[config.mk]
export PLATFORM = sky130hd
export DESIGN_NAME = uart_txn_ctrl
export DESIGN_NICKNAME = d
export VERILOG_FILES = /design/src/rtl/uart_txn_ctrl.sv
export SDC_FILE = /design/constraint.sdc
export NUM_CORES = 1
export LEC_CHECK = 0
export CORE_UTILIZATION = 50
export CTS_BUF_LIST = sky130_fd_sc_hd__clkbuf_8
export CTS_CLUSTER_DIAMETER = 120
export DETAILED_ROUTE_END_ITERATION = 6
export PLACE_DENSITY = 0.89
export SETUP_SLACK_MARGIN = 0.15
export SLEW_MARGIN = 20
export SYNTH_ARGS = -nofsm -noshare
export SYNTH_HDL_FRONTEND = slang
export SYNTH_SLANG_ARGS = --single-unit
export TNS_END_PERCENT = 50
[constraint.sdc]
create_clock -name clk -period 2.95 [get_ports clk]
set_clock_uncertainty 0.05 [all_clocks]
set_input_delay 0.59 -clock clk [delete_from_list [all_inputs] [get_ports clk]]
set_output_delay 0.59 -clock clk [all_outputs]
set_load 0.05 [all_outputs]
[src/rtl/uart_txn_ctrl.sv]
// uart_txn_ctrl: command/response transaction sequencer in front of a UART FIFO pair.
//
// A start pulse in IDLE sends a command byte stream to the UART TX FIFO. The transaction then
// forwards received bytes until the PROMPT terminator arrives, an inter-byte timeout expires,
// a line error is flagged, or the response cap is exceeded.
//
// Ports
//   clk, reset                         clock, asynchronous active-high reset
//   start                              transaction request pulse (honoured only in IDLE)
//   cmd_data/cmd_valid/cmd_last        command byte stream in; cmd_ready is its handshake
//   rsp_data/rsp_valid                 forwarded response bytes (single-cycle, no backpressure)
//   busy, done_tick, err_tick          status; err_code 00 none, 01 timeout, 10 line, 11 overflow
//   rsp_count                          number of response bytes forwarded this transaction
//   tx_full/wr_uart/w_data             UART TX FIFO write side
//   rx_empty/rd_uart/r_data/e_line     UART RX FIFO read side; e_line is parity OR frame error
//
// Build option: define UART_TXN_CR_STRIP_EN to silently consume received 8'h0D bytes.
module uart_txn_ctrl #(
  parameter logic [7:0]  PROMPT  = 8'h3E,
  parameter int unsigned TIMEOUT = 500000,
  parameter int unsigned TO_BIT  = 19,
  parameter int unsigned MAX_RSP = 64,
  parameter int unsigned RSP_BIT = 7
) (
  input  logic               clk,
  input  logic               reset,
  input  logic               start,
  input  logic [7:0]         cmd_data,
  input  logic               cmd_valid,
  input  logic               cmd_last,
  output logic               cmd_ready,
  output logic [7:0]         rsp_data,
  output logic               rsp_valid,
  output logic               busy,
  output logic               done_tick,
  output logic               err_tick,
  output logic [1:0]         err_code,
  output logic [RSP_BIT-1:0] rsp_count,
  input  logic               tx_full,
  output logic               wr_uart,
  output logic [7:0]         w_data,
  input  logic               rx_empty,
  output logic               rd_uart,
  input  logic [7:0]         r_data,
  input  logic               e_line
);

  localparam logic [2:0] IDLE = 3'd0;
  localparam logic [2:0] SEND = 3'd1;
  localparam logic [2:0] RECV = 3'd2;
  localparam logic [2:0] DONE = 3'd3;
  localparam logic [2:0] ERR  = 3'd4;

  localparam logic [TO_BIT-1:0]  TO_LOAD = TO_BIT'(TIMEOUT - 1);
  localparam logic [RSP_BIT-1:0] RSP_CAP = RSP_BIT'(MAX_RSP);

  logic [2:0]         state_q, state_d;
  logic [TO_BIT-1:0]  timer_q, timer_d;
  logic [RSP_BIT-1:0] rsp_count_q, rsp_count_d;
  logic [7:0]         rsp_data_q, rsp_data_d;
  logic               rsp_valid_q, rsp_valid_d;
  logic [1:0]         err_code_q, err_code_d;
  logic               rd_req;
  logic               strip_cr;

`ifdef UART_TXN_CR_STRIP_EN
  assign strip_cr = (r_data == 8'h0D);
`else
  assign strip_cr = 1'b0;
`endif

  always_comb begin
    state_d     = state_q;
    timer_d     = timer_q;
    rsp_count_d = rsp_count_q;
    rsp_data_d  = rsp_data_q;
    rsp_valid_d = 1'b0;
    err_code_d  = err_code_q;
    cmd_ready   = 1'b0;
    wr_uart     = 1'b0;
    rd_req      = 1'b0;
    unique case (state_q)
      IDLE: begin
        // Drain stale RX bytes so they never leak into the next response.
        rd_req = !rx_empty;
        if (start) begin
          state_d     = SEND;
          rsp_count_d = '0;
          err_code_d  = 2'b00;
        end
      end
      SEND: begin
        cmd_ready = !tx_full;
        wr_uart   = cmd_valid && !tx_full;
        if (cmd_valid && !tx_full && cmd_last) begin
          state_d = RECV;
          timer_d = TO_LOAD;
        end
      end
      RECV: begin
        rd_req = !rx_empty;
        if (e_line) begin
          // Line error wins over any byte read in the same cycle.
          state_d    = ERR;
          err_code_d = 2'b10;
        end else if (!rx_empty) begin
          timer_d = TO_LOAD;
          if (r_data == PROMPT) begin
            state_d = DONE;
          end else if (strip_cr) begin
            state_d = RECV;
          end else if (rsp_count_q == RSP_CAP) begin
            state_d    = ERR;
            err_code_d = 2'b11;
          end else begin
            rsp_valid_d = 1'b1;
            rsp_data_d  = r_data;
            rsp_count_d = rsp_count_q + 1'b1;
          end
        end else if (timer_q == '0) begin
          state_d    = ERR;
          err_code_d = 2'b01;
        end else begin
          timer_d = timer_q - 1'b1;
        end
      end
      DONE:    state_d = IDLE;
      ERR:     state_d = IDLE;
      default: state_d = IDLE;
    endcase
  end

  always_ff @(posedge clk or posedge reset) begin
    if (reset) begin
      state_q     <= IDLE;
      timer_q     <= '0;
      rsp_count_q <= '0;
      rsp_data_q  <= 8'h00;
      rsp_valid_q <= 1'b0;
      err_code_q  <= 2'b00;
    end else begin
      state_q     <= state_d;
      timer_q     <= timer_d;
      rsp_count_q <= rsp_count_d;
      rsp_data_q  <= rsp_data_d;
      rsp_valid_q <= rsp_valid_d;
      err_code_q  <= err_code_d;
    end
  end

  // IDLE flushes RX, so reset must gate the read strobe to keep the FIFO untouched.
  assign rd_uart   = rd_req && !reset;
  assign w_data    = cmd_data;
  assign busy      = (state_q != IDLE);
  assign done_tick = (state_q == DONE);
  assign err_tick  = (state_q == ERR);
  assign rsp_data  = rsp_data_q;
  assign rsp_valid = rsp_valid_q;
  assign rsp_count = rsp_count_q;
  assign err_code  = err_code_q;

endmodule

==> metrics.yaml <==
clock_network:
  post_cts_buffers: 0
  clockRootBuffer: "clkbuf_8"
  clkLatencyLatePin_ps: 300
  clockBufferDepth: 2
  cts_hold_buffers: 0
  clock-sinks: 40
  clk_pin_slew_ps: 80
  numCtsBuffers: 5
  cts_tree: "built"
  cts_max_level: 2
worst_hold_path:
  min_from: "timer_q[18]$_DFFE_PP0P_"
  holdPathStages: 2
  hold_end: "timer_q[18]$_DFFE_PP0P_"
  min_path_type: "flip-flop to flip-flop"
critical_path:
  worst_setup_path_end_kind: "output port"
  startpoint_type: "flip-flop"
  path_max_fanout: 11
  reg2reg_depth: 7
  r2r-start: "timer_q[0]$_DFFE_PP0P_"
  crit_slowest_cell: "clkdlybuf4s50_1"
  max_stage_delay_ps: 790
  rrSetupSlack_ps: 370
  r2r_end: "timer_q[14]$_DFFE_PP0P_"
  critPathTopFamily: "buffers and inverters"
  worstPathRequired_ps: 2310
  arrival_ps: 2000
  crit_type: "flip-flop to output port"
  worstPathCellList: "inv_1 > and3_1 > clkdlybuf4s50_1"
  critical_path_buf_inv_count: 2
synth:
  synth_mux_area_share_pct: 4.477
  synth_top_area_share_pct: 44.77
  yosys.area_share.simple_pct: 22.61
  synthAdderAreaFrac_pct: 1.679
  synth-seq-cells: 40
  yosysSeqAreaShare_pct: 44.77
  synth_xor_area_share_pct: 3.525
  synthArstFlopShare_pct: 100.0
  synth_compound_area_share_pct: 16.23
  yosysTopAreaCell: "dfrtp_1"
  ys_warn_count: 0
  syn-instance-count: 229
  postSynthAreaPerCell_um2: 9.764
  synth_edf_count: 0
  netlist_area_um2: 2236
  synth_flop_cell: "dfrtp_1"
  synth_top_family_by_area: "simple AND/OR/NAND/NOR gates"
  syn_nets: 256
  synth.distinct_cells: 53
  synth_area_leaders: "dfrtp_1 45%, mux2_2 4.0%, or4_1 3.4%"
grt:
  antenna_found_initial: 0
  busiest_layer: "met2"
  use_met1_pct: 32.22
  first_global_vias: 1704
  grt_max_degree: 41
  use_met3_pct: 4.770
  overflow: 0
  grt_pass1_wl_um: 7962
  met2_usage_pct: 34.71
  grt_util_all_layers_pct: 23.20
finish:
  nNetsFinal: 288
  postLayoutCellArea_um2: 2721
  instances_no_fill: 311
  area_delta_synth_final_pct: 21.71
  layout-drive-gt1-share_pct: 10.34
  post-route-util_pct: 65.67
  diodes: 0
die:
  start_util_pct: 53.96
  dieArea_um2: 4743
  core_area_um2: 4144
  io_pins: 56
  dieWidth_um: 68.87
  die-height_um: 68.87
  row_count: 23
power:
  cellPowerDensity_nw_per_um2: 778.8
  seqPwrFrac_pct: 37.2
  switching_power_mw: 0.9299
  p_int_mw: 1.189
  p_comb_share_pct: 46.6
  power.share.clock_pct: 16.2
  p_sw_share_pct: 43.88
  p_leak_nw: 1.072
  ir_drop_mv: 0.5537
drt:
  dr.first_iter.drc_count: 200
  drt-total-wl_um: 4852
  via_per_inst: 6.096
  drt-pass1-iter-count: 4
  drc: 0
  wire_per_inst_um: 15.60
  ant_nets: 0
  vias: 1896
timing:
  fmax_mhz: 378.4
  period_needed_ps: 2643
  period_share_pct: 89.58
  relSlewSlack_pct: 56.07
  hold_viol: 0
  setup_violations: 0
  setup_tns_ps: 0
  worst_pin_slew_ps: 652.9
  rsz0062_at_grt: "false"
  maxSlewViolCount: 0
placement:
  routabilityCongestion: 0.8349
  numPortBuffers: 39
  place_inst: 304
  hpwl_um: 3475
  place_area_um2: 2641
status:
  status: "finished clean"
run:
  drv_cap: 0
logic make-up (layout without fill, tap and decap cells):
kind of cell	count (synthesis)	in the layout
AOI/OAI and AO/OA	53	53
xor gates and xnor gates	9	9
adders and majority gates	3	3
buffers and inverters	28	60
DFF	40	40
muxes	9	9
and+or+nand+nor	87	87
power groups by stage:
stage / logic (mW) / registers, mW / clock network, mW
floorplan: 0.479 / 0.993 / 0
global placement: 0.969 / 0.789 / 0
detailed placement: 0.989 / 0.793 / 0
CTS: 0.990 / 0.786 / 0.351
global route: 1.05 / 0.806 / 0.379
finish: 0.987 / 0.789 / 0.344
worst max-delay path by stage:
stage	end	depth (start not counted)	slack [ps]	from
after global routing	timer_q[14]$_DFFE_PP0P_	7	180	timer_q[0]$_DFFE_PP0P_
final	err_tick	3	310	state_q[1]$_DFFE_PP0P_
after floorplan	rd_uart	2	200	state_q[2]$_DFFE_PP0P_
after CTS	done_tick	3	210	state_q[1]$_DFFE_PP0P_
after detailed placement	rsp_data[5]$_DFFE_PP0P_	5	220	r_data[5]
after global placement	rsp_data[0]$_DFFE_PP0P_	5	270	r_data[5]
layout make-up:
class / count / area (um^2)
flip-flops and latches: 40 / 1001
well taps: 50 / 62.56
inverters: 11 / 41.29
fillers: 347 / 1423
clock inverters: 2 / 8.758
clock buffers: 5 / 68.82
repair buffers: 42 / 445.4
multi-input cells: 161 / 1094
through the flow:
step	total power, mW	worst slack (ps)	hold WS (ps)
final	2.119	307.5	455.9
after global routing	2.238	180.8	481.1
after CTS	2.128	209.7	458.9
after detailed placement	1.782	216.2	442.0
after global placement	1.757	265.2	435.7
after floorplan	1.472	202.7	414.5
routing by layer:
metal / up-vias / wire, um
met5: - / 0
met4: 0 / 79
met1: 926 / 2205
met3: 5 / 303
met2: 59 / 2263
li1: 906 / -
Yosys cell counts (2+ instances only):
library cell,number
xnor2_1,5
a31oi_1,3
buf_2,2
nand2_1,19
nand2b_1,2
buf_4,9
a21oi_1,9
or3_1,4
ha_1,3
mux2_2,8
inv_1,11
o311ai_0,3
or4_1,10
xor2_1,4
nor2b_1,3
nor3b_1,2
o211ai_1,4
dfrtp_1,40
nor3_1,6
nor4_1,2
a22o_1,2
a211oi_1,4
and2_1,2
a2111oi_0,2
nor4b_1,2
o21ai_0,9
nor2_1,10
nand3_1,11
nand4_1,3
and3_1,3
clkbuf_1,4
o31ai_1,7
registers in the layout (all words and copies together) (netlist names):
signal / flops
rsp_data: 8
rsp_valid: 1
err_code: 2
state_q: 3
timer_q: 19
rsp_count: 7
worst reg2reg max path: cells and delay by family, from the launching register on:
family	cells	cell delay (ps)
and+or+nand+nor	4	1640
DFF	1	390
adders and majority gates	1	180
AOI/OAI and AO/OA	1	150
buffers and inverters	1	90
cell usage in the layout, fill, tap and decap left out, drive strengths merged, types with 7 or more instances in the layout:
cell | netlist | final
a21oi | 9 | 9
clkdlybuf4s50 | 0 | 35
dfrtp | 40 | 40
inv | 11 | 12
mux2 | 8 | 8
nand2 | 19 | 19
nand3 | 12 | 12
nor2 | 10 | 10
o21ai | 10 | 10
o31ai | 7 | 7
or4 | 10 | 10
timing repair:
| item | 4_1_cts | 5_1_grt |
|---|---|---|
| endpoints found under the setup margin | 0 | 1 |
| endpoints found under the hold margin | 0 | 0 |
| gates resized for setup | 0 | 1 |
No activity file was read; power rests on OpenSTA's default activity.
